===== src/rtl/load_store_unit_if.sv =====
// -----------------------------------------------------------------------------
// load_store_unit_if
// Word-wide data memory bus between the load/store unit and the memory port.
//
// Signals:
//   mem_req    master->slave  access request, held until mem_ready
//   mem_we     master->slave  1 = write, 0 = read
//   mem_addr   master->slave  word-aligned byte address (bits [1:0] = 0)
//   mem_be     master->slave  per-byte lane enables
//   mem_wdata  master->slave  lane-positioned write data
//   mem_ready  slave->master  access accepted/completed this cycle
//   mem_rdata  slave->master  read data, valid with mem_ready on a read
//
// Modports: master (load/store unit side), slave (memory side).
// -----------------------------------------------------------------------------
interface load_store_unit_if #(
  parameter int XLEN = 32
) ();
  logic            mem_req;
  logic            mem_we;
  logic [XLEN-1:0] mem_addr;
  logic [3:0]      mem_be;
  logic [XLEN-1:0] mem_wdata;
  logic            mem_ready;
  logic [XLEN-1:0] mem_rdata;

  modport master (
    output mem_req, mem_we, mem_addr, mem_be, mem_wdata,
    input  mem_ready, mem_rdata
  );

  modport slave (
    input  mem_req, mem_we, mem_addr, mem_be, mem_wdata,
    output mem_ready, mem_rdata
  );
endinterface


===== src/rtl/load_store_unit.sv =====
// -----------------------------------------------------------------------------
// load_store_unit
// Multi-cycle memory access stage. Accepts one LOAD/STORE at a time, turns the
// byte/half/word access into word-aligned bus transactions with byte enables,
// and returns the raw right-aligned load data (extension is done upstream).
//
// Ports:
//   clk, reset_n          clock; synchronous active-low reset
//   req_valid/req_ready   request handshake (ready only while idle)
//   req_is_store          1 = store, 0 = load
//   req_funct3            RISC-V load/store funct3
//   req_addr              effective byte address
//   req_store_val         store data (rs2)
//   resp_valid            one-cycle completion pulse
//   resp_error            with resp_valid: illegal funct3, misaligned, timeout
//   load_val              right-aligned load bytes, held until the next load
//   mem                   data memory bus (load_store_unit_if.master)
//
// Optional feature: define LSU_MISALIGNED_SPLIT_EN to execute accesses that
// cross a word boundary as two word accesses (ACC0 then ACC1). When it is not
// defined, such accesses complete immediately with resp_error=1.
// -----------------------------------------------------------------------------
module load_store_unit #(
  parameter int XLEN           = 32,
  parameter int TIMEOUT_CYCLES = 16
) (
  input  logic                clk,
  input  logic                reset_n,
  input  logic                req_valid,
  output logic                req_ready,
  input  logic                req_is_store,
  input  logic [2:0]          req_funct3,
  input  logic [XLEN-1:0]     req_addr,
  input  logic [XLEN-1:0]     req_store_val,
  output logic                resp_valid,
  output logic                resp_error,
  output logic [XLEN-1:0]     load_val,
  load_store_unit_if.master   mem
);

  typedef enum logic [1:0] {IDLE, ACC0, ACC1, RESP} state_t;

  localparam int CW = (TIMEOUT_CYCLES < 2) ? 1 : $clog2(TIMEOUT_CYCLES + 1);

  state_t          state_reg, state_next;
  logic            is_store_reg;
  logic [1:0]      size_reg;       // funct3[1:0]: 00 byte, 01 half, 10 word
  logic [XLEN-1:0] addr_reg;
  logic [XLEN-1:0] store_val_reg;
  logic [XLEN-1:0] load_val_reg;
  logic            err_reg;
  logic [CW-1:0]   cnt_reg;

  // ---------------- request decode ----------------
  logic [2:0] req_size;
  logic       req_legal;
  logic       req_misaligned;
  logic       req_reject;

  always_comb begin
    case (req_funct3[1:0])
      2'b00:   req_size = 3'd1;
      2'b01:   req_size = 3'd2;
      default: req_size = 3'd4;
    endcase
    if (req_is_store)
      req_legal = (req_funct3[2] == 1'b0) && (req_funct3[1:0] != 2'b11);
    else
      req_legal = (req_funct3 inside {3'b000, 3'b001, 3'b010, 3'b100, 3'b101});
    // offset + size > 4 means the access crosses into the next word
    req_misaligned = ({1'b0, req_addr[1:0]} + req_size) > 3'd4;
`ifdef LSU_MISALIGNED_SPLIT_EN
    req_reject = !req_legal;
`else
    req_reject = !req_legal || req_misaligned;
`endif
  end

  // ---------------- lane steering of the latched request ----------------
  logic [1:0]      off;
  logic [3:0]      size_be;
  logic [XLEN-1:0] byte_mask;
  logic [4:0]      sh0;
  logic [XLEN-1:0] rdata0;
  logic [XLEN-1:0] word_addr;

  assign off       = addr_reg[1:0];
  assign sh0       = {off, 3'b000};
  assign word_addr = {addr_reg[XLEN-1:2], 2'b00};

  always_comb begin
    case (size_reg)
      2'b00:   size_be = 4'b0001;
      2'b01:   size_be = 4'b0011;
      default: size_be = 4'b1111;
    endcase
  end

  generate
    for (genvar gi = 0; gi < 4; gi++) begin : g_lane_mask
      assign byte_mask[8*gi +: 8] = {8{size_be[gi]}};
    end
  endgenerate

  assign rdata0 = (mem.mem_rdata >> sh0) & byte_mask;

`ifdef LSU_MISALIGNED_SPLIT_EN
  logic            split_reg;
  logic [XLEN-1:0] acc_reg;       // low part gathered by ACC0
  logic [1:0]      off_inv;       // (4 - off) mod 4; off is never 0 in ACC1
  logic [4:0]      sh1;
  logic [XLEN-1:0] rdata1;

  assign off_inv = 2'd0 - off;
  assign sh1     = {off_inv, 3'b000};
  assign rdata1  = (acc_reg | (mem.mem_rdata << sh1)) & byte_mask;
`endif

  // Fires on the last waiting cycle so the error response follows it directly.
  logic timeout_hit;
  generate
    if (TIMEOUT_CYCLES > 0) begin : g_timeout
      assign timeout_hit = !mem.mem_ready && (cnt_reg == CW'(TIMEOUT_CYCLES - 1));
    end else begin : g_no_timeout
      assign timeout_hit = 1'b0;
    end
  endgenerate

  // ---------------- FSM ----------------
  always_ff @(posedge clk) begin
    if (!reset_n) state_reg <= IDLE;
    else          state_reg <= state_next;
  end

  always_comb begin
    state_next    = state_reg;
    req_ready     = 1'b0;
    resp_valid    = 1'b0;
    resp_error    = 1'b0;
    mem.mem_req   = 1'b0;
    mem.mem_we    = 1'b0;
    mem.mem_addr  = '0;
    mem.mem_be    = 4'b0000;
    mem.mem_wdata = '0;
    case (state_reg)
      IDLE: begin
        req_ready = 1'b1;
        if (req_valid) state_next = req_reject ? RESP : ACC0;
      end
      ACC0: begin
        mem.mem_req   = 1'b1;
        mem.mem_we    = is_store_reg;
        mem.mem_addr  = word_addr;
        mem.mem_be    = size_be << off;
        mem.mem_wdata = store_val_reg << sh0;
        if (mem.mem_ready) begin
`ifdef LSU_MISALIGNED_SPLIT_EN
          state_next = split_reg ? ACC1 : RESP;
`else
          state_next = RESP;
`endif
        end else if (timeout_hit) begin
          state_next = RESP;
        end
      end
`ifdef LSU_MISALIGNED_SPLIT_EN
      ACC1: begin
        mem.mem_req   = 1'b1;
        mem.mem_we    = is_store_reg;
        mem.mem_addr  = word_addr + XLEN'(4);
        mem.mem_be    = size_be >> off_inv;
        mem.mem_wdata = store_val_reg >> sh1;
        if (mem.mem_ready || timeout_hit) state_next = RESP;
      end
`endif
      RESP: begin
        resp_valid = 1'b1;
        resp_error = err_reg;
        state_next = IDLE;
      end
      default: state_next = IDLE;
    endcase
  end

  // ---------------- datapath registers ----------------
  always_ff @(posedge clk) begin
    if (!reset_n) begin
      is_store_reg  <= 1'b0;
      size_reg      <= 2'b00;
      addr_reg      <= '0;
      store_val_reg <= '0;
      load_val_reg  <= '0;
      err_reg       <= 1'b0;
      cnt_reg       <= '0;
`ifdef LSU_MISALIGNED_SPLIT_EN
      split_reg     <= 1'b0;
      acc_reg       <= '0;
`endif
    end else begin
      case (state_reg)
        IDLE: if (req_valid) begin
          is_store_reg  <= req_is_store;
          size_reg      <= req_funct3[1:0];
          addr_reg      <= req_addr;
          store_val_reg <= req_store_val;
          err_reg       <= req_reject;
          cnt_reg       <= '0;
`ifdef LSU_MISALIGNED_SPLIT_EN
          split_reg     <= req_misaligned;
`endif
        end
        ACC0: if (mem.mem_ready) begin
          cnt_reg <= '0;
`ifdef LSU_MISALIGNED_SPLIT_EN
          if (split_reg)          acc_reg      <= rdata0;
          else if (!is_store_reg) load_val_reg <= rdata0;
`else
          if (!is_store_reg) load_val_reg <= rdata0;
`endif
        end else begin
          cnt_reg <= cnt_reg + 1'b1;
          if (timeout_hit) err_reg <= 1'b1;
        end
`ifdef LSU_MISALIGNED_SPLIT_EN
        ACC1: if (mem.mem_ready) begin
          if (!is_store_reg) load_val_reg <= rdata1;
        end else begin
          cnt_reg <= cnt_reg + 1'b1;
          if (timeout_hit) err_reg <= 1'b1;
        end
`endif
        default: ;
      endcase
    end
  end

  assign load_val = load_val_reg;

endmodule


===== src/flat_wrapper.sv =====
// flat-port wrapper written by rule: the top's interface ports become plain ports
module load_store_unit_flat 
#(
  parameter int XLEN           = 32,
  parameter int TIMEOUT_CYCLES = 16
)
  (clk, reset_n, req_valid, req_ready, req_is_store, req_funct3, req_addr, req_store_val, resp_valid, resp_error, load_val, mem_mem_req, mem_mem_we, mem_mem_addr, mem_mem_be, mem_mem_wdata, mem_mem_ready, mem_mem_rdata);
  load_store_unit_if #(.XLEN(XLEN)) mem_i ();
  input  logic clk;
  input  logic reset_n;
  input  logic req_valid;
  output logic req_ready;
  input  logic req_is_store;
  input  logic [2:0] req_funct3;
  input  logic [XLEN-1:0] req_addr;
  input  logic [XLEN-1:0] req_store_val;
  output logic resp_valid;
  output logic resp_error;
  output logic [XLEN-1:0] load_val;
  output wire logic [$bits(mem_i.mem_req)-1:0] mem_mem_req;
  output wire logic [$bits(mem_i.mem_we)-1:0] mem_mem_we;
  output wire logic [$bits(mem_i.mem_addr)-1:0] mem_mem_addr;
  output wire logic [$bits(mem_i.mem_be)-1:0] mem_mem_be;
  output wire logic [$bits(mem_i.mem_wdata)-1:0] mem_mem_wdata;
  input wire logic [$bits(mem_i.mem_ready)-1:0] mem_mem_ready;
  input wire logic [$bits(mem_i.mem_rdata)-1:0] mem_mem_rdata;
  assign mem_mem_req = mem_i.mem_req;
  assign mem_mem_we = mem_i.mem_we;
  assign mem_mem_addr = mem_i.mem_addr;
  assign mem_mem_be = mem_i.mem_be;
  assign mem_mem_wdata = mem_i.mem_wdata;
  assign mem_i.mem_ready = mem_mem_ready;
  assign mem_i.mem_rdata = mem_mem_rdata;
  load_store_unit #(.XLEN(XLEN), .TIMEOUT_CYCLES(TIMEOUT_CYCLES)) u_core (.clk(clk), .reset_n(reset_n), .req_valid(req_valid), .req_ready(req_ready), .req_is_store(req_is_store), .req_funct3(req_funct3), .req_addr(req_addr), .req_store_val(req_store_val), .resp_valid(resp_valid), .resp_error(resp_error), .load_val(load_val), .mem(mem_i));
endmodule

===== config.mk =====
export PLATFORM = sky130hd
export DESIGN_NAME = load_store_unit_flat
export DESIGN_NICKNAME = d
export VERILOG_FILES = /design/src/rtl/load_store_unit_if.sv /design/src/rtl/load_store_unit.sv /design/src/flat_wrapper.sv
export SDC_FILE = /design/constraint.sdc
export NUM_CORES = 1
export LEC_CHECK = 0
export ABC_AREA = 1
export BUFFER_PORTS_ARGS = -buffer_cell sky130_fd_sc_hd__buf_2
export CORE_MARGIN = 4
export CORE_UTILIZATION = 44
export CTS_CLUSTER_DIAMETER = 100
export DETAILED_ROUTE_END_ITERATION = 8
export HOLD_SLACK_MARGIN = 0.1
export PLACE_DENSITY = 0.76
export SLEW_MARGIN = 20
export SYNTH_ARGS = -nofsm -noshare
export SYNTH_HDL_FRONTEND = slang
export SYNTH_SLANG_ARGS = --single-unit

===== constraint.sdc =====
create_clock -name clk -period 1.21 [get_ports clk]
set_input_delay 0.0605 -clock clk [delete_from_list [all_inputs] [get_ports clk]]
set_output_delay 0.0605 -clock clk [all_outputs]
set_load 0.1 [all_outputs]

==> summary.md, run 1 <==
| Metric | Value |
|---|---|
| Seq cells post-synth | `107` |
| Clk sinks | `107` |
| CTS Buffer Depth | `2` |
| Std cell rows | `39` |
| Seq/Total Area, Yosys | `0.408` |
| Worst endpoint type | `primary output` |
| Inserted Clock Buffers | `9` |
| GRT worst endpoint | `mem_mem_wdata[18]` |
| Synth Instances | `766` |
| Cell Area, Synth | `5250 um2` |
| Placed cell area | `8470 um2` |
| Number of port buffers | `206` |
| GRT Util Overall | `0.898` |
| Err | `[ERROR GRT-0232] Routing congestion too high. Check the congestion heatmap in the GUI.` |
| YS warnings | `0` |
| Starting Density | `0.454` |
| Placer Congestion | `0.949` |
| GR Overflow Total | `729` |
| Status | `did not finish` |
| DIE WIDTH | `117 um` |
| Failed at | `5_1_grt` |
| Root Driver | `clkbuf_16` |
| IO Pins | `209` |
| Detailed Place HPWL | `13600 um` |
| Die height | `117 um` |
| Cell variety after synth | `31` |
| Avg Cell Area, Syn | `6.85 um2` |
| CTS H-tree depth | `3` |
| Pin count of the biggest net entering global routing | `56` |
| Post-Place Setup Slack | `-170 ps` |
-- synthesized netlist by cell type (all sizes together) --
| library cell | count | area (um2) |
|---|---|---|
| conb | 1 | 3.75 |
| a221oi | 1 | 8.76 |
| buf | 36 | 249 |
| dfxtp | 107 | 2140 |
| o21ai | 102 | 510 |
| nand4 | 1 | 6.26 |
| o22ai | 16 | 100 |
| a21oi | 79 | 395 |
| nor3 | 1 | 5.00 |
| nand3 | 22 | 110 |
| xnor2 | 1 | 8.76 |
| nand2 | 140 | 554 |
| clkinv | 3 | 11.3 |
| nor2 | 147 | 586 |
| clkbuf | 14 | 52.6 |
| inv | 75 | 284 |
| fa | 1 | 20.0 |
| ha | 3 | 37.5 |
| mux2i | 16 | 160 |
-- stage by stage --
| stage | cells | util |
|---|---|---|
| floorplan | 767 | - |
| global placement | 1138 | 0.733 |
| detailed placement | 1138 | 0.733 |
| CTS | 1256 | 0.880 |
-- cells by family after synthesis --
family / after synthesis / share of synthesized area
buffers and inverters: 128 / 0.114
AND/OR/NAND/NOR: 311 / 0.240
adder cells (fa/ha/maj): 4 / 0.0110
multiplexers: 16 / 0.0305
flip-flops: 107 / 0.408
other: 1 / 0.000715
AO/OA/AOI/OAI: 198 / 0.193
XOR/XNOR: 1 / 0.00167
-- what timing repair did --
| action | CTS |
|---|---|
| pin swaps | 23 |
| endpoints found under the setup margin | 184 |
| resized for setup | 104 |
| buffers inserted | 13 |
| gates cloned | 6 |
| hold buffers | 84 |
| hold endpoints to repair | 88 |
-- per-layer routing --
| layer | overflow | global-route usage |
|---|---|---|
| met5 | 1 | 0.256 |
| met4 | 216 | 1.07 |
| met3 | 7 | 0.676 |
| met2 | 501 | 1.15 |
| met1 | 4 | 0.807 |
==> inputs of run 2 (changes only) <==
--- a/config.mk
+++ b/config.mk
@@ -8,11 +8,9 @@
 export ABC_AREA = 1
 export BUFFER_PORTS_ARGS = -buffer_cell sky130_fd_sc_hd__buf_2
 export CORE_MARGIN = 4
-export CORE_UTILIZATION = 44
-export CTS_CLUSTER_DIAMETER = 100
+export CORE_UTILIZATION = 35
 export DETAILED_ROUTE_END_ITERATION = 8
-export HOLD_SLACK_MARGIN = 0.1
-export PLACE_DENSITY = 0.76
+export PLACE_DENSITY_LB_ADDON = 0.15
 export SLEW_MARGIN = 20
 export SYNTH_ARGS = -nofsm -noshare
 export SYNTH_HDL_FRONTEND = slang
==> constraint.sdc (replaced) <==
create_clock -name clk -period 1.57 [get_ports clk]
set_input_delay 0.0785 -clock clk [delete_from_list [all_inputs] [get_ports clk]]
set_output_delay 0.0785 -clock clk [all_outputs]
set_load 0.1 [all_outputs]
==> run 2 against run 1 <==
  * The flow now finishes, with violations (negative hold slack, negative setup slack)
  * Synthesized cell count is the same
  * Area after synthesis is the same
==> summary.md, run 2 <==
| Metric | Value |
|---|---|
| Worst Tran Pin Value | `535 ps` |
| Synth top cells by count | `141 x nor2_1, 136 x nand2_1, 107 x dfxtp_1, 91 x o21ai_0, 79 x a21oi_1` |
| Count leader, synth | `nor2_1` |
| Cell variety after synth | `31` |
| Int Pwr | `5.61 mW` |
| Pwr Density | `1010 nW/um2` |
| First-pass GRT wire length | `27600 um` |
| Cell Area, Synth | `5250 um2` |
| Net Sw Frac | `0.397` |
| Die height | `130 um` |
| Placed cell area | `8190 um2` |
| Detailed Place HPWL | `12800 um` |
| Root Driver | `clkbuf_16` |
| Leak | `3.85 nW` |
| YS warnings | `0` |
| Startpoint Class | `flop` |
| Synth area leader | `dfxtp_1` |
| Failing checks | `negative hold slack, negative setup slack` |
| Highest achievable clock rate | `0.602 GHz` |
| Vias/cell | `4.74` |
| Clock power share | `0.246` |
| Max-cap violations | `0` |
| # setup viols final | `26` |
| CTS clk-pin slew, worst paths | `70 ps` |
| Final nets | `1124` |
| DRC viols | `0` |
| Final setup skew | `6.48 ps` |
| DR pass1 iterations | `5` |
| Async set-reset flop share out of synthesis | `0` |
| Diode count | `0` |
| Hold Path End | `u_core.store_val_reg[28]` |
| Seq/Total Area, Yosys | `0.408` |
| Avg Cell Area, Syn | `6.85 um2` |
| Final worst slack | `-91.7 ps` |
| Fin Hold WS | `-7.37 ps` |
| IO Pins | `209` |
| Starting Density | `0.360` |
| Full die area | `17000 um2` |
| DR WL/cell | `14.8 um` |
| Sequential Power Share | `0.336` |
| Number of global-route vias before repair | `5387` |
| Std cell rows | `44` |
| Most frequent cells in the layout | `135 x buf_2, 131 x nand2_1, 103 x dfxtp_1` |
| Main area contributors after synthesis | `dfxtp_1 41%, nor2_1 10%, nand2_1 9.7%, o21ai_0 8.7%, a21oi_1 7.5%` |
| Top-area cell type share of the netlist area | `0.408` |
| Slowest cell on crit path | `dfxtp_4` |
| Gate power share | `0.418` |
| Tot Pwr | `9.30 mW` |
| Area Growth Syn to Fin | `76.3%` |
| RSZ-0062 raised after global routing | `yes` |
| GRT Util Overall | `0.206` |
| Clk sinks | `107` |
| Worst r2r path cells | `7` |
| Share of layout cells above drive strength 1 | `0.374` |
| Kind of critical path | `reg -> out` |
| Origin of the critical flop-to-flop path | `u_core.state_reg[1]` |
| Initial antenna violation count | `0` |
| Worst R2R Setup Slack | `70 ps` |
| Status | `finished, violations left` |
| Reg-to-reg critical path endpoint | `u_core.store_val_reg[21]` |
| Placer Congestion | `0.897` |
| Slew Limit Fails | `0` |
| Crit end category | `output port` |
| Crit path max fanout | `7` |
| Period utilization | `1.06` |
| Remaining antenna violation count | `0` |
| Max incr delay on CP | `380 ps` |
| Overall routed net length | `17700 um` |
| Slew margin rel. | `0.641` |
| CTS tree | `done` |
| CTS Buffer Depth | `2` |
| WP data required | `1490 ps` |
| Synth Flop Type | `dfxtp_1` |
| Worst path arrival time | `1580 ps` |
| Sw Pwr | `3.69 mW` |
| Inserted Clock Buffers | `9` |
| Number of port buffers | `206` |
| Final Hold Viols | `2` |
| Final TNS setup | `-1280 ps` |
| Design area | `9250 um2` |
| WHS Path Cells | `3` |
| Post-synth EDFFs | `0` |
| Max VDD drop | `0.781 mV` |
| CTS H-tree depth | `3` |
| Synth Instances | `766` |
| Seq cells post-synth | `107` |
| Core Region | `14600 um2` |
| Vias | `5707` |
| DIE WIDTH | `130 um` |
| Most common cell after layout, fill and taps aside | `buf_2` |
| GR Overflow Total | `0` |
| Final min period | `1660 ps` |
| Pin count of the biggest net entering global routing | `51` |
| CP Cell Sequence | `buf_6 -> buf_8 -> mux2i_4 -> o22ai_4 -> buf_12` |
| Min-delay src | `req_store_val[28]` |
| Initial drt markers | `325` |
| Clock insertion delay at the later pin of the skew report | `350 ps` |
| HP Class | `in -> reg` |
-- run 2: cell counts after synthesis --
No cell type changed its count.
-- run 2: logic make-up after synthesis --
| logic type | count (synthesis) | share of synthesized area |
|---|---|---|
| AND/OR/NAND/NOR | 311 | 0.240 |
| buffers and inverters | 128 | 0.114 |
| adder cells (fa/ha/maj) | 4 | 0.0110 |
| other | 1 | 0.000715 |
| multiplexers | 16 | 0.0305 |
| AO/OA/AOI/OAI | 198 | 0.193 |
| XOR/XNOR | 1 | 0.00167 |
| flip-flops | 107 | 0.408 |
-- run 2: critical path, delay by kind of cell (launching register included) --
| family | cells | cell delay, ps |
|---|---|---|
| DFF | 1 | 380 |
| AOI/OAI and AO/OA | 1 | 190 |
| buffers and inverters | 3 | 480 |
| muxes | 1 | 190 |
-- run 2: layout make-up --
class | count | area [um2]
multi-input cells | 533 | 3270
inverters | 78 | 308
well taps | 184 | 230
repair buffers | 287 | 3000
clock inverters | 4 | 51.3
flip-flops and latches | 107 | 2150
clock buffers | 10 | 239
fillers | 1255 | 5340
-- run 2: layer usage --
layer	track usage	vias up	wire length (um)
li1	-	2963	-
met4	0.0442	0	218
met5	0	-	0
met3	0.0715	16	1610
met1	0.262	2530	7410
met2	0.339	198	8500
-- run 2: worst max-delay path by stage --
stage                     cells after the start  slack, ps                 from                end
after floorplan                               6       -760  u_core.state_reg[0]   mem_mem_wdata[0]
after global placement                        5         60   u_core.addr_reg[1]  mem_mem_wdata[28]
after detailed placement                      5         20  u_core.state_reg[1]  mem_mem_wdata[28]
after CTS                                     5       -100   u_core.addr_reg[0]  mem_mem_wdata[19]
after global routing                          5       -160   u_core.addr_reg[0]  mem_mem_wdata[18]
final                                         5        -90   u_core.addr_reg[0]  mem_mem_wdata[19]
-- run 2: metrics by stage --
step,util,instances,setup slack (ps)
2_1_floorplan,-,767,-762
3_3_place_gp,0.561,1146,56.6
3_5_place_dp,0.561,1146,17.2
4_1_cts,0.627,1201,-101
5_1_grt,0.634,1203,-160
6_report,0.634,1203,-91.7
-- run 2: power groups by stage --
stage | Combinational [mW] | Sequential (mW) | Clock [mW]
finish | 3.88 | 3.13 | 2.29
global route | 4.13 | 3.15 | 2.47
CTS | 3.82 | 3.12 | 2.36
detailed placement | 3.49 | 3.17 | 0
global placement | 3.48 | 3.16 | 0
floorplan | 2.19 | 3.40 | 0
-- run 2: timing repair --
item | 4_1_cts | 5_1_grt
setup buffers | 11 | 1
endpoints found under the hold margin | 28 | 0
cloned | 3 | 1
pin swaps | 11 | 5
gates resized for setup | 61 | 22
setup endpoints to repair | 69 | 92
hold buffers | 28 | 0
(Power assumes the default switching activity.)
